===== src/rtl/matrix_pkg.sv =====
// Shared definitions for the VT1 matrix-processing datapath.
// Holds the matrix geometry, the controller state encoding and the fixed
// 4x4 coefficient matrix A (row-major, A[r][c] = 4*r + c + 1).
package matrix_pkg;

  localparam int unsigned DATA_W = 7;
  localparam int unsigned ROWS   = 4;
  localparam int unsigned COLS   = 8;
  localparam int unsigned ACC_W  = 16;
  localparam int unsigned N_ELEM = ROWS * COLS;

  typedef enum logic [2:0] {
    IDLE,
    LOAD,
    COMPUTE,
    OUTPUT,
    DONE
  } state_e;

  typedef logic [DATA_W-1:0] coef_t;

  // Index is {row, col}, i.e. entry 4*r + c.
  localparam coef_t COEF_ROM [ROWS*ROWS] = '{
    7'd1,  7'd2,  7'd3,  7'd4,
    7'd5,  7'd6,  7'd7,  7'd8,
    7'd9,  7'd10, 7'd11, 7'd12,
    7'd13, 7'd14, 7'd15, 7'd16
  };

endpackage


===== src/rtl/matrix_mult_core_coef_rom.sv =====
// Combinational lookup of coefficient A[r][c].
// Ports:
//   addr_i  {r[1:0], c[1:0]} address
//   coef_o  unsigned DATA_W coefficient
module coef_rom
  import matrix_pkg::*;
(
  input  logic [3:0]        addr_i,
  output logic [DATA_W-1:0] coef_o
);

  always_comb begin
    coef_o = COEF_ROM[addr_i];
  end

endmodule


===== src/rtl/matrix_mult_core.sv =====
// VT1 matrix multiply core: loads a 4x8 matrix X serially (row-major),
// computes P = A*X with a single multiply-accumulate per cycle, streams the
// 32 entries of P out in row-major order and then pulses finish.
// Ports:
//   clk          rising-edge clock
//   rst          asynchronous active-low reset
//   start_in     level request to process a matrix, sampled in IDLE
//   valid_input  X_load carries an element (LOAD only)
//   X_load       unsigned input element
//   finish       one-cycle pulse after the last result is streamed
//   dout         result element P[i][j]
//   dout_valid   dout valid this cycle
module matrix_mult_core
  import matrix_pkg::*;
(
  input  logic              clk,
  input  logic              rst,
  input  logic              start_in,
  input  logic              valid_input,
  input  logic [DATA_W-1:0] X_load,
  output logic              finish,
  output logic [ACC_W-1:0]  dout,
  output logic              dout_valid
);

  localparam logic [4:0] LAST_IDX = 5'(N_ELEM - 1);

  state_e              state_q, state_d;
  // Single element index reused as load index, result index and output index.
  logic [4:0]          idx_q, idx_d;
  logic [1:0]          m_q, m_d;
  logic [ACC_W-1:0]    acc_q, acc_d;
  logic [ACC_W-1:0]    dout_q;
  logic                dout_valid_q;
  logic                finish_q;

  logic [DATA_W-1:0]   x_mem   [N_ELEM];
  logic [ACC_W-1:0]    res_mem [N_ELEM];
  logic                x_we, res_we;

  logic [DATA_W-1:0]   coef;
  logic [DATA_W-1:0]   x_elem;
  logic [2*DATA_W-1:0] product;
  logic [ACC_W-1:0]    mac_sum;

  // i = idx_q[4:3], j = idx_q[2:0]; A address {i, m}, X address {m, j}.
  coef_rom u_coef_rom (
    .addr_i ({idx_q[4:3], m_q}),
    .coef_o (coef)
  );

  always_comb begin
    x_elem  = x_mem[{m_q, idx_q[2:0]}];
    product = coef * x_elem;
    // First term of each dot product restarts the accumulator.
    mac_sum = ((m_q == 2'd0) ? '0 : acc_q) + ACC_W'(product);
  end

  always_comb begin
    state_d = state_q;
    idx_d   = idx_q;
    m_d     = m_q;
    acc_d   = acc_q;
    x_we    = 1'b0;
    res_we  = 1'b0;
    unique case (state_q)
      IDLE: begin
        idx_d = '0;
        m_d   = '0;
        if (start_in) state_d = LOAD;
      end
      LOAD: begin
        if (valid_input) begin
          x_we = 1'b1;
          if (idx_q == LAST_IDX) begin
            idx_d   = '0;
            state_d = COMPUTE;
          end else begin
            idx_d = idx_q + 5'd1;
          end
        end
      end
      COMPUTE: begin
        acc_d = mac_sum;
        m_d   = m_q + 2'd1;
        if (m_q == 2'd3) begin
          res_we = 1'b1;
          if (idx_q == LAST_IDX) begin
            idx_d   = '0;
            state_d = OUTPUT;
          end else begin
            idx_d = idx_q + 5'd1;
          end
        end
      end
      OUTPUT: begin
        if (idx_q == LAST_IDX) begin
          idx_d   = '0;
          state_d = DONE;
        end else begin
          idx_d = idx_q + 5'd1;
        end
      end
      DONE: state_d = IDLE;
      default: state_d = IDLE;
    endcase
  end

  always_ff @(posedge clk or negedge rst) begin
    if (!rst) begin
      state_q      <= IDLE;
      idx_q        <= '0;
      m_q          <= '0;
      acc_q        <= '0;
      dout_q       <= '0;
      dout_valid_q <= 1'b0;
      finish_q     <= 1'b0;
    end else begin
      state_q      <= state_d;
      idx_q        <= idx_d;
      m_q          <= m_d;
      acc_q        <= acc_d;
      dout_valid_q <= (state_q == OUTPUT);
      finish_q     <= (state_q == DONE);
      if (state_q == OUTPUT) dout_q <= res_mem[idx_q];
    end
  end

  // Storage arrays carry no reset; their contents are rewritten every pass.
  always_ff @(posedge clk) begin
    if (x_we)   x_mem[idx_q]   <= X_load;
    if (res_we) res_mem[idx_q] <= mac_sum;
  end

  assign finish     = finish_q;
  assign dout       = dout_q;
  assign dout_valid = dout_valid_q;

endmodule


===== config.mk =====
export PLATFORM = sky130hd
export DESIGN_NAME = matrix_mult_core
export DESIGN_NICKNAME = d
export VERILOG_FILES = /design/src/rtl/matrix_pkg.sv /design/src/rtl/matrix_mult_core_coef_rom.sv /design/src/rtl/matrix_mult_core.sv
export SDC_FILE = /design/constraint.sdc
export NUM_CORES = 1
export LEC_CHECK = 0
export ABC_CLOCK_PERIOD_IN_PS = 7600
export CORE_ASPECT_RATIO = 1.1
export CORE_MARGIN = 8
export CORE_UTILIZATION = 49
export CTS_CLUSTER_SIZE = 30
export DETAILED_ROUTE_END_ITERATION = 10
export PLACE_DENSITY_LB_ADDON = 0.3
export SYNTH_ARGS = -nofsm -noshare
export SYNTH_HDL_FRONTEND = slang
export SYNTH_HIERARCHICAL = 1
export SYNTH_SLANG_ARGS = --single-unit
export TNS_END_PERCENT = 5

===== constraint.sdc =====
create_clock -name clk -period 7.6 [get_ports clk]
set_input_delay 1.9 -clock clk [delete_from_list [all_inputs] [get_ports clk]]
set_output_delay 1.9 -clock clk [all_outputs]
set_load 0.02 [all_outputs]

* After elaboration in Yosys (flattened, before gate mapping)
Memories as Yosys holds them, arrays and structs flattened. A register that Yosys moved wholly into a read port is not among the register bits. Index checks and enable logic that the tools add are counted.
Operators by class: add/subtract/negate cells 3, multipliers 1, magnitude comparators 1, eq/ne operators 12, multiplexer cells 23, bitwise operators 1, reduce and logical (&&, ||, !) cells 7
Operators with widths (count):
- $pmux W5 S4 | 1
- $mux W3 | 6
- $add A16 B14 Y16 | 1
- $mux W16 | 1
- $mux W5 | 3
- $mul A7 B7 Y14 | 1
- $mux W7 | 2
- $ne A2 B2 Y1 const B | 6
- $pmux W3 S4 | 1
- $mux W1 | 8
- $eq A3 B2 Y1 const B | 2
- $reduce_and A6 Y1 | 1
- $add A5 B1 Y5 const B | 1
- $eq A5 B5 Y1 const B | 1
- $ge A5 B5 Y1 const B | 1
- $not A4 Y5 | 1
- $pmux W2 S2 | 1
- $reduce_bool A4 Y1 | 1
- $eq A3 B1 Y1 const B | 1
- $eq A3 B3 Y1 const B | 1
- $logic_not A3 Y1 | 1
- $reduce_and A3 Y1 | 1
- $add A2 B1 Y2 const B | 1
- $eq A2 B2 Y1 const B | 1
- other kinds (3) | 3
Word-level totals: register bits after elaboration 28, memory bits (writable) 736, memory bits (read-only) 112, input bits 11, output and inout bits 18, word-level logic and storage cells 57, memories kept 3
Memory list:
- res_mem | depth 32, bits a word 16, rd ports 1, clocked after Yosys merged registers in 1, write ports 1, line matrix_mult_core.sv:38 | logic [ACC_W-1:0] res_mem [N_ELEM];
- x_mem | depth 32, bits a word 7, rd ports 1, clocked after Yosys merged registers in 0, write ports 1, line matrix_mult_core.sv:37 | logic [DATA_W-1:0] x_mem [N_ELEM];
- (name not given) | depth 16, bits a word 7, rd ports 1, clocked after Yosys merged registers in 0, write ports 0, line matrix_mult_core_coef_rom.sv:13 | coef_o = COEF_ROM[addr_i];

* Logic depth before layout (Yosys ltp)
Gate-level depths: netlist (run 1).
word-level depth 6, depth in mapped cells 21

* Cells and area by module
Netlist (run 1), hierarchy kept.
By module, submodules not included:
- matrix_mult_core | times used 1, cells an instance 1705, area an instance 32513.7 sq um, sequential area each 23202.3 sq um
- coef_rom | times used 1, cells an instance 11, area an instance 75.1 sq um, sequential area each 0.0 sq um

* Worst setup path before layout (run 1)
No wires, ideal clock.
path kind reg2reg, from register idx_q[0], to memory res_mem[0][15], data pin, library setup time 387 ps, arrival 6194 ps, required time 7213 ps, setup slack 1019 ps, stages on the path, launching flop included 22, cells stage by stage dfrtp_1 buf_6 buf_2 mux4_2 mux4_2 mux2i_2 nor2b_1 fa_1 inv_1 fa_1 inv_1 fa_1 inv_1 fa_1 inv_1 ha_1 o21a_1 o2111a_1 a21oi_1 nand2_1 xnor2_1 xnor2_1
On the way: longest elaborated chain between the ends 3
RTL lines:
- from (decl) | line matrix_mult_core.sv:30 | logic [4:0] idx_q, idx_d;
- from (signal assigned) | line matrix_mult_core.sv:120 | idx_q <= idx_d;
- $mem_v2 Z32 W7
- $mul A7 B7 Y14 | line matrix_mult_core.sv:54 | product = coef * x_elem;
- $add A16 B14 Y16 | line matrix_mult_core.sv:56 | mac_sum = ((m_q == 2'd0) ? '0 : acc_q) + ACC_W'(product);
- via mac_sum[15] | line matrix_mult_core.sv:44 | logic [ACC_W-1:0] mac_sum;
- to (decl) | line matrix_mult_core.sv:38
The timed path passes the listed nets, and every way through them passes these cells.

* Final worst setup path (run 1)
from register idx_q[0], to memory res_mem[3][15], data pin
The elaborated chain is that of the path after synthesis.

==> qor.yml, run 1 <==
cts:
  clock-sinks: 780
  htreeDepth: 3
  cts_tree: "done"
  cts-root-buf: "clkbuf_16"
  cts_max_path_buffers: 3
  hold_buffers: 0
  postCtsSetupBuffers: 0
  clkTransAtPathRegs_ns: 0.06
  post_cts_resized: 0
  clk_latency_ns: 0.62
  cts_buffers: 80
synth:
  synth_warnings: 6
  synth_top_cell_area_share: 0.6782
  netlist_area_sq_um: 32590
  avgSynthCellArea_sq_um: 18.99
  ys_seq_elements: 780
  async_flop_share: 0.05641
  synthTopCellsByArea: "edfxtp_1, mux4_2, dfrtp_1"
  synth_ff_type: "edfxtp_1"
  synth_cell_types: 57
  seq_area_frac_synth: 0.7120
  yosys.area.top_type: "edfxtp_1"
  synth_cells: 1716
  synth_enable_flop_cells: 736
sta:
  rsz0062_at_grt: "false"
  finalHoldViolations: 0
  skew_ns: 0.02336
  max_slew_margin: 0.08990
  fin_setup_tns_ns: 0
  drv_slew: 0
  min_period_ns: 6.847
  worst_pin_slew_ns: 1.360
  setup-violations-final: 0
  finalCritPeriodShare: 0.9009
  fmax_mhz: 146.1
placement:
  finalWeightedCongestion: 0.8123
  port_buffers: 28
  placed_area_sq_um: 34170
  dp_hpwl_mm: 44.84
  placed_cells: 2589
global_route:
  busiest_layer: "met2"
  use_met2: 0.3296
  grt_use_met1: 0.2765
  grt_use_met3: 0.03663
  antenna_found_initial: 1
  grt_pass1_wl_mm: 110.7
  groute.usage.overall: 0.2008
  grt_pass1_vias: 16842
  grt_max_degree: 147
  gr-total-overflow: 0
layout:
  drive_gt1_frac: 0.2225
  finalNonFillerCells: 2737
  stdcell_area_sq_um: 36720
  nets: 1907
  fin_util: 0.5562
  synthToLayoutAreaGrowth_pct: 12.69
  n_antenna_cell: 0
critical_path:
  worstPathArrival_ns: 7.10
  r2r_setup_slack_ns: 0.75
  reg2reg_depth: 19
  startpoint: "idx_q[0]"
  end_kind: "flip-flop"
  endpoint: "res_mem[3][15]"
  criticalPathCategory: "flip-flop to flip-flop"
  r2r-start: "idx_q[0]"
  cp-start-kind: "flip-flop"
  crit_required_ns: 7.86
  r2r-end: "res_mem[3][15]"
  crit_fanout: 32
run:
  cap_violations: 0
floorplanning:
  die_area_sq_um: 75030
  fp.dieH_microns: 286.5
  start_util: 0.4936
  fp.dieW_microns: 261.9
  io_pins: 29
  rows: 99
  core_area_sq_um: 66020
pwr:
  p_per_area_nw_per_um2: 252.2
  p_leak_nw: 12.44
  peakVddDrop_mv: 0.2750
drt:
  wl_per_cell_microns: 27.08
  first_pass_iters: 6
  drc: 0
  vias_per_cell: 6.002
  vias: 16427
  ant_nets: 0
  drt_iter0_markers: 1702
  drt-total-wl_mm: 74.13
status:
  status: "finished, final reports clean"
worst_hold_path:
  hp-class: "flip-flop to flip-flop"
-- final cells by class --
| type | count | area (sq um) |
|---|---|---|
| multi-input cells | 777 | 8773 |
| clock inverters | 41 | 341.6 |
| flip-flops and latches | 780 | 23210 |
| fillers | 4913 | 29300 |
| clock buffers | 107 | 2196 |
| well taps | 858 | 1074 |
| repair buffers | 95 | 828.3 |
| inverters | 79 | 296.5 |
-- worst min-delay path by stage --
| stage | slack, ns | endpoint | start | depth (start not counted) |
|---|---|---|---|---|
| floorplan | 0.44 | acc_q[0] | acc_q[0] | 2 |
| global placement | 0.45 | acc_q[0] | acc_q[0] | 2 |
| detailed placement | 0.46 | acc_q[0] | acc_q[0] | 2 |
| CTS | 0.47 | acc_q[0] | acc_q[0] | 2 |
| global route | 0.50 | acc_q[9] | acc_q[9] | 2 |
| finish | 0.47 | acc_q[9] | acc_q[9] | 2 |
-- flip-flops by register name, indices dropped and copies added, names as in the netlist --
signal,cells
acc_q,16
dout,16
dout_valid,1
finish,1
idx_q,5
m_q,2
res_mem,512
state_q,3
x_mem,224
-- cell usage in the layout, fill, tap and decap left out, types with 29 or more instances in the layout --
master	netlist	routed
nand2b_1	29	29
mux4_2	190	190
edfxtp_1	736	736
inv_1	77	77
a21oi_1	37	37
clkbuf_16	0	82
dfrtp_1	44	39
buf_4	9	63
nand2_1	58	58
nor2b_1	59	58
ha_1	47	47
nor2_1	93	89
fa_1	36	36
-- critical path: stages, from the launching register on --
cell	delay, ns
dfrtp_4	0.60
buf_4	0.29
mux4_2	0.53
mux4_2	0.55
mux2i_2	0.40
nand2b_1	0.19
fa_1	0.45
fa_1	0.49
inv_1	0.05
fa_1	0.48
inv_1	0.05
fa_1	0.48
inv_1	0.04
ha_1	0.28
o21a_1	0.20
o2111a_1	0.22
a21oi_1	0.25
nand2_1	0.11
xnor2_1	0.43
xnor2_4	0.34
-- routing by layer --
metal,vias to the layer above,wire [microns]
met5,-,0
met4,0,1784
met3,105,5768
met2,672,36710
met1,8667,29870
li1,6983,-
-- where the power goes --
group          switching [W]  total [W]  internal [W]  leakage [nW]
Clock                0.00160    0.00378       0.00218          1.25
Sequential        0.00000253    0.00494       0.00493          7.19
Combinational       0.000404   0.000545      0.000141          4.00
Total                0.00201    0.00926       0.00725          12.4
-- cells in the mapped netlist (25+ instances only) --
master / count
a21oi_1: 37
a22oi_1: 25
clkbuf_1: 29
dfrtp_1: 44
edfxtp_1: 736
fa_1: 36
ha_1: 47
inv_1: 77
mux4_2: 190
nand2_1: 58
nand2b_1: 29
nor2_1: 93
nor2b_1: 59
o21ai_0: 26
-- stage by stage --
step	hold slack, ns	worst slack (ns)	total power, W
finish	0.4694	0.7532	0.009261
floorplan	0.4386	1.019	0.005294
global route	0.4981	0.3971	0.009535
detailed placement	0.4564	0.5221	0.005570
CTS	0.4710	0.4672	0.009325
global placement	0.4512	0.6727	0.005544
-- cells by family after synthesis --
group | Yosys count | share of synthesized area
AOI/OAI and AO/OA | 151 | 0.03033
and+or+nand+nor | 289 | 0.04319
xor gates and xnor gates | 13 | 0.003494
other | 1 | 0.0001151
muxes | 239 | 0.1484
adders and majority gates | 83 | 0.04016
DFF | 780 | 0.7120
buffers and inverters | 160 | 0.02234
Power figures use the tool's default switching activity.
==> inputs of run 2 (changes only) <==
Settings changed: GPL_ROUTABILITY_DRIVEN from default to 0, PLACE_DENSITY_LB_ADDON 0.3 to default, TNS_END_PERCENT 5 to default.
==> qor.yml, run 2 (synthesized netlist as in run 1, its figures left out) <==
cts:
  cts_buffers: 79  # -1.3%
  clk_latency_ns: 0.62  # about the same
  cts_tree: "done"
  htreeDepth: 3  # unchanged
  hold_buffers: 0  # unchanged
  clkTransAtPathRegs_ns: 0.06  # about the same
  postCtsSetupBuffers: 0  # unchanged
  cts-root-buf: "clkbuf_16"
  cts_max_path_buffers: 3  # unchanged
  post_cts_resized: 0  # unchanged
  clock-sinks: 780  # unchanged
global_route:
  gr-total-overflow: 0  # unchanged
  grt_max_degree: 121  # -18%
  antenna_found_initial: 0  # -1
  grt_pass1_vias: 16817  # -0.15%
  grt_pass1_wl_mm: 112.7  # +1.7%
  groute.usage.overall: 0.2054  # +0.004628
drt:
  drc: 0  # unchanged
  vias: 16299  # -0.78%
  wl_per_cell_microns: 27.75  # +2.4%
  vias_per_cell: 5.968  # -0.56%
  first_pass_iters: 5  # -1
  drt_iter0_markers: 1438  # -16%
  drt-total-wl_mm: 75.78  # +2.2%
  ant_nets: 0  # unchanged
critical_path:
  crit_required_ns: 8.03  # +0.17 ns
  cp-start-kind: "flip-flop"
  worstPathArrival_ns: 7.31  # +0.21 ns
  crit_fanout: 34  # +6.3%
  path_buf_inv: 5  # +1
  crit_family: "adder cells"
  slowest_stage: "mux4_2"
  path_cells: "buf_12, mux4_2, mux4_2, mux2i_2, nand2b_1, fa_1, fa_1, inv_1, fa_1, inv_1, fa_1, inv_1, ha_1, o21a_1, o2111a_1, a21oi_1, nand2_1, xnor2_1, xnor2_2, buf_6"
  criticalPathCategory: "flip-flop to flip-flop"
  max_stage_delay_ns: 0.56  # -0.04 ns
  cp_common_cell: "fa_1"
  end_kind: "flip-flop"
layout:
  nets: 1906  # -0.052%
  synthToLayoutAreaGrowth_pct: 12.56
  drive_gt1_frac: 0.2248  # +0.002314
  final_common_cell: "edfxtp_1"
  regMostFlops: "res_mem"
  largestRegisters: "res_mem x512, x_mem x224"
  n_antenna_cell: 0  # unchanged
  layout_common_cells: "edfxtp_1, mux4_2, nor2_1, clkbuf_16, inv_1"
  largest_reg_flops: 512  # unchanged
sta:
  whs_ns: 0.4707  # +0.001272 ns
  skew_ns: 0.02501  # +0.001654 ns
  fin_setup_tns_ns: 0  # unchanged
  rsz0062_at_grt: "false"
  finalCritPeriodShare: 0.9053  # +0.004360
  max_slew_margin: 0.1283  # +0.03835
  setup-violations-final: 0  # unchanged
  worst_pin_slew_ns: 1.304  # -0.05658 ns
  finalHoldViolations: 0  # unchanged
  drv_slew: 0  # unchanged
  min_period_ns: 6.880  # +0.03314 ns
  fmax_mhz: 145.3  # -0.48%
floorplanning:
  io_pins: 29  # unchanged
  fp.dieW_microns: 261.9  # unchanged
  rows: 99  # unchanged
  start_util: 0.4936  # unchanged
  core_area_sq_um: 66020  # unchanged
  die_area_sq_um: 75030  # unchanged
  fp.dieH_microns: 286.5  # unchanged
placement:
  dp_hpwl_mm: 46.18  # +3.0%
  port_buffers: 28  # unchanged
pwr:
  p_per_area_nw_per_um2: 251.9  # -0.11%
  peakVddDrop_mv: 0.2587  # -5.9%
  p_leak_nw: 12.40  # -0.32%
worst_hold_path:
  hp-class: "flip-flop to flip-flop"
run:
  cap_violations: 0  # unchanged
status:
  status: "finished, final reports clean"
## run 2: cell types whose count changed in the layout (fill, tap and decap cells not counted), moves of 2 or more
cell        change
clkinv_1        -9
clkbuf_1        +4
clkbuf_8        +4
clkinv_2        -4
nor2_1          -4
nor2_2          +4
clkinvlp_4      +3
clkbuf_16       -2
## run 2: area by class of cell
cell class	instances	area (sq um)
clock buffer	113	2216
clock inverter	29	279.0
fill	5007	29340
inverter	79	296.5
multi-input combinational	777	8772
sequential	780	23210
tap	858	1074
timing repair buffer	95	832.0
## run 2: per-stage QoR
| stage | utilization | setup WS (ns) | instance area, sq um | std cells | power (W) |
|---|---|---|---|---|---|
| 3_5_place_dp | 0.5177 | 0.4148 | 34180 | 2588 | 0.005590 |
| 4_1_cts | 0.5554 | 0.3674 | 36670 | 2730 | 0.009329 |
| 3_3_place_gp | 0.5177 | 0.5981 | 34180 | 2588 | 0.005571 |
| 5_1_grt | 0.5556 | 0.3810 | 36680 | 2731 | 0.009534 |
| 2_1_floorplan | - | 1.019 | 32590 | 1717 | 0.005294 |
| 6_report | 0.5556 | 0.7200 | 36680 | 2731 | 0.009241 |
## run 2: worst reg2reg max path, stage by stage (launching register included)
cell and delay, ns:
dfrtp_4 0.46, buf_12 0.29, mux4_2 0.59, mux4_2 0.53
mux2i_2 0.44, nand2b_1 0.20, fa_1 0.43, fa_1 0.50
inv_1 0.05, fa_1 0.47, inv_1 0.05, fa_1 0.47
inv_1 0.05, ha_1 0.34, o21a_1 0.24, o2111a_1 0.23
a21oi_1 0.43, nand2_1 0.13, xnor2_1 0.27, xnor2_2 0.24
buf_6 0.27
## run 2: final timing paths
| check | startpoint | end | slack [ns] | cells after the start |
|---|---|---|---|---|
| worst max register to register | idx_q[0] | res_mem[22][15] | 0.72 | 20 |
| worst min-delay path | acc_q[0] | acc_q[0] | 0.47 | 2 |
| worst min register to register | acc_q[0] | acc_q[0] | 0.47 | 2 |
| max in group asynchronous | rst | idx_q[0] | 5.70 | 2 |
| min in group asynchronous | rst | finish | 1.39 | 2 |
| worst max-delay path | idx_q[0] | res_mem[22][15] | 0.72 | 20 |
## run 2: where the power goes
| group | total [W] | switching [W] | internal, W | leakage [nW] |
|---|---|---|---|---|
| logic | 0.000555 | 0.000421 | 0.000133 | 4.00 |
| clock network | 0.00375 | 0.00158 | 0.00217 | 1.21 |
| registers | 0.00494 | 0.00000250 | 0.00493 | 7.19 |
| total | 0.00924 | 0.00200 | 0.00724 | 12.4 |
## run 2: per-layer routing
metal  part of all wire  global-route usage  vias up
met5                  0                   0        -
met4              0.022             0.05660        0
met3              0.055             0.02934       97
met2               0.50              0.3382      463
met1               0.43              0.2873     8753
li1                   -                   -     6986
==> inputs of run 3 (changes only) <==
--- a/config.mk
+++ b/config.mk
@@ -14,2 +14,3 @@
 export GPL_ROUTABILITY_DRIVEN = 0
+export PLACE_DENSITY_LB_ADDON = 0.12
 export SYNTH_ARGS = -nofsm -noshare
--- a/constraint.sdc
+++ b/constraint.sdc
@@ -3,2 +3,2 @@
 set_output_delay 1.9 -clock clk [all_outputs]
-set_load 0.02 [all_outputs]
+set_load 0.005 [all_outputs]
==> qor.yml, run 3 (synthesized netlist as in run 1, its figures left out) <==
cts:
  clkTransAtPathRegs_ns: 0.06  # about the same
  postCtsSetupBuffers: 0  # unchanged
  hold_buffers: 0  # unchanged
  clock-sinks: 780  # unchanged
  htreeDepth: 3  # unchanged
  cts_tree: "done"
  post_cts_resized: 0  # unchanged
  cts-root-buf: "clkbuf_16"
  cts_buffers: 77  # -2.5%
  cts_max_path_buffers: 3  # unchanged
  clk_latency_ns: 0.61  # about the same
drt:
  drt-total-wl_mm: 76.97  # +1.6%
  first_pass_iters: 5  # unchanged
  drt_iter0_markers: 1503  # +4.5%
  ant_nets: 0  # unchanged
  drc: 0  # unchanged
  vias: 16147  # -0.93%
  wl_per_cell_microns: 28.19  # +1.6%
  vias_per_cell: 5.915  # -0.90%
floorplanning:
  fp.dieW_microns: 261.9  # unchanged
  start_util: 0.4936  # unchanged
  die_area_sq_um: 75030  # unchanged
  core_area_sq_um: 66020  # unchanged
  io_pins: 29  # unchanged
  rows: 99  # unchanged
  fp.dieH_microns: 286.5  # unchanged
global_route:
  grt_max_degree: 127  # +5.0%
  antenna_found_initial: 0  # unchanged
  gr-total-overflow: 0  # unchanged
  groute.usage.overall: 0.2089  # +0.003515
  grt_pass1_vias: 16848  # +0.18%
  grt_pass1_wl_mm: 113.9  # +1.1%
pwr:
  peakVddDrop_mv: 0.2154  # -17%
  intPower_w: 0.007186  # -0.73%
  p_leak_nw: 12.39  # -0.13%
  power.net_switching_w: 0.001994  # -0.41%
  power_frac_seq: 0.538  # +0.004
  swShare: 0.2172  # +0.0005511
  combPwrFrac: 0.058  # -0.002
  p_per_area_nw_per_um2: 250.3  # -0.64%
  clkPwrFrac: 0.404  # -0.002
critical_path:
  end_kind: "flip-flop"
  crit_required_ns: 7.84  # -0.19 ns
  criticalPathCategory: "flip-flop to flip-flop"
  crit_fanout: 32  # -5.9%
  cp-start-kind: "flip-flop"
  worstPathArrival_ns: 7.42  # +0.11 ns
placement:
  post-place-ws_ns: 0.2223  # -0.1925 ns
  port_buffers: 28  # unchanged
  dp_hpwl_mm: 46.36  # +0.39%
sta:
  whs_ns: 0.4728  # +0.002091 ns
  max_slew_margin: 0.1439  # +0.01561
  setup_ws_ns: 0.4212  # -0.2988 ns
  setup-violations-final: 0  # unchanged
  skew_ns: 0.01782  # -0.007196 ns
  finalCritPeriodShare: 0.9446  # +0.03931
  min_period_ns: 7.179  # +0.2988 ns
  fmax_mhz: 139.3  # -4.2%
  rsz0062_at_grt: "false"
  worst_pin_slew_ns: 1.280  # -0.02334 ns
  finalHoldViolations: 0  # unchanged
  fin_setup_tns_ns: 0  # unchanged
  drv_slew: 0  # unchanged
layout:
  multiInputGateArea_sq_um: 8801  # +0.33%
  synthToLayoutAreaGrowth_pct: 12.54  # about the same
  n_antenna_cell: 0  # unchanged
  regMostFlops: "res_mem"
  seqCellArea_sq_um: 23210  # unchanged
  n_fill_cell: 5037  # +0.60%
  drive_gt1_frac: 0.2292  # +0.004394
  largestRegisters: "res_mem x512, x_mem x224"
  nets: 1908  # +0.10%
  largest_reg_flops: 512  # unchanged
  layout_common_cells: "edfxtp_1, mux4_2, nor2_1, clkbuf_16, inv_1"
  final_common_cell: "edfxtp_1"
run:
  cap_violations: 0  # unchanged
status:
  status: "finished, final reports clean"
worst_hold_path:
  hp-class: "flip-flop to flip-flop"
run 3: changes by cell type in the layout (fill, tap and decap cells not counted), moves of 2 or more:
cell,change
bufinv_16,+2
clkbuf_1,-5
buf_4,+5
clkinv_1,+3
nor2_1,-7
nor2_2,+7
clkbuf_8,-6
inv_6,+2
clkbuf_16,-2
run 3: through the flow:
step	util	area (sq um)	total power, W	std cells
after global routing	0.5555	36670	0.009464	2730
after floorplan	-	32590	0.005294	1717
after detailed placement	0.5185	34230	0.005568	2593
after global placement	0.5185	34230	0.005549	2593
after CTS	0.5553	36660	0.009268	2730
final	0.5555	36670	0.009180	2730
run 3: worst paths after layout:
path | startpoint | endpoint | slack (ns) | depth (start not counted)
max in group asynchronous | rst | idx_q[0] | 5.66 | 2
worst max register to register | idx_q[0] | res_mem[22][15] | 0.42 | 19
worst max-delay path | idx_q[0] | res_mem[22][15] | 0.42 | 19
worst min register to register | acc_q[0] | acc_q[0] | 0.47 | 2
min in group asynchronous | rst | acc_q[7] | 1.39 | 2
worst min-delay path | acc_q[0] | acc_q[0] | 0.47 | 2
run 3: worst max-delay path, stage by stage (launching register included):
cell,delay (ns)
dfrtp_4,0.72
buf_4,0.25
mux4_2,0.49
mux4_2,0.54
mux2i_2,0.44
nand2b_1,0.20
fa_1,0.44
fa_1,0.49
inv_1,0.05
fa_1,0.48
inv_1,0.05
fa_1,0.47
inv_1,0.05
ha_1,0.34
o21a_1,0.25
o2111a_1,0.24
a21oi_1,0.40
nand2_1,0.13
xnor2_1,0.40
xnor2_4,0.35
run 3: final cells by class:
cell class              instances  share of cell area
clock buffers                 100             0.05629
well taps                     858             0.02927
repair buffers                 99             0.02340
flip-flops and latches        780              0.6330
inverters                      79            0.008086
multi-input cells             777              0.2400
clock inverters                37            0.009996
run 3: layer usage:
layer / track usage / routed length [microns] / vias up
met5: 0 / 0 / -
met3: 0.03602 / 4325 / 109
met2: 0.3362 / 37710 / 508
met4: 0.06202 / 2018 / 0
li1: - / - / 6978
met1: 0.2932 / 32920 / 8552
run 3: power by group through the flow:
stage                     Sequential [W]  Combinational [W]  Clock [W]
after floorplan                  0.00504           0.000257          0
after global placement           0.00503           0.000521          0
after detailed placement         0.00503           0.000540          0
after CTS                        0.00494           0.000540    0.00379
after global routing             0.00494           0.000586    0.00394
final                            0.00494           0.000531    0.00371
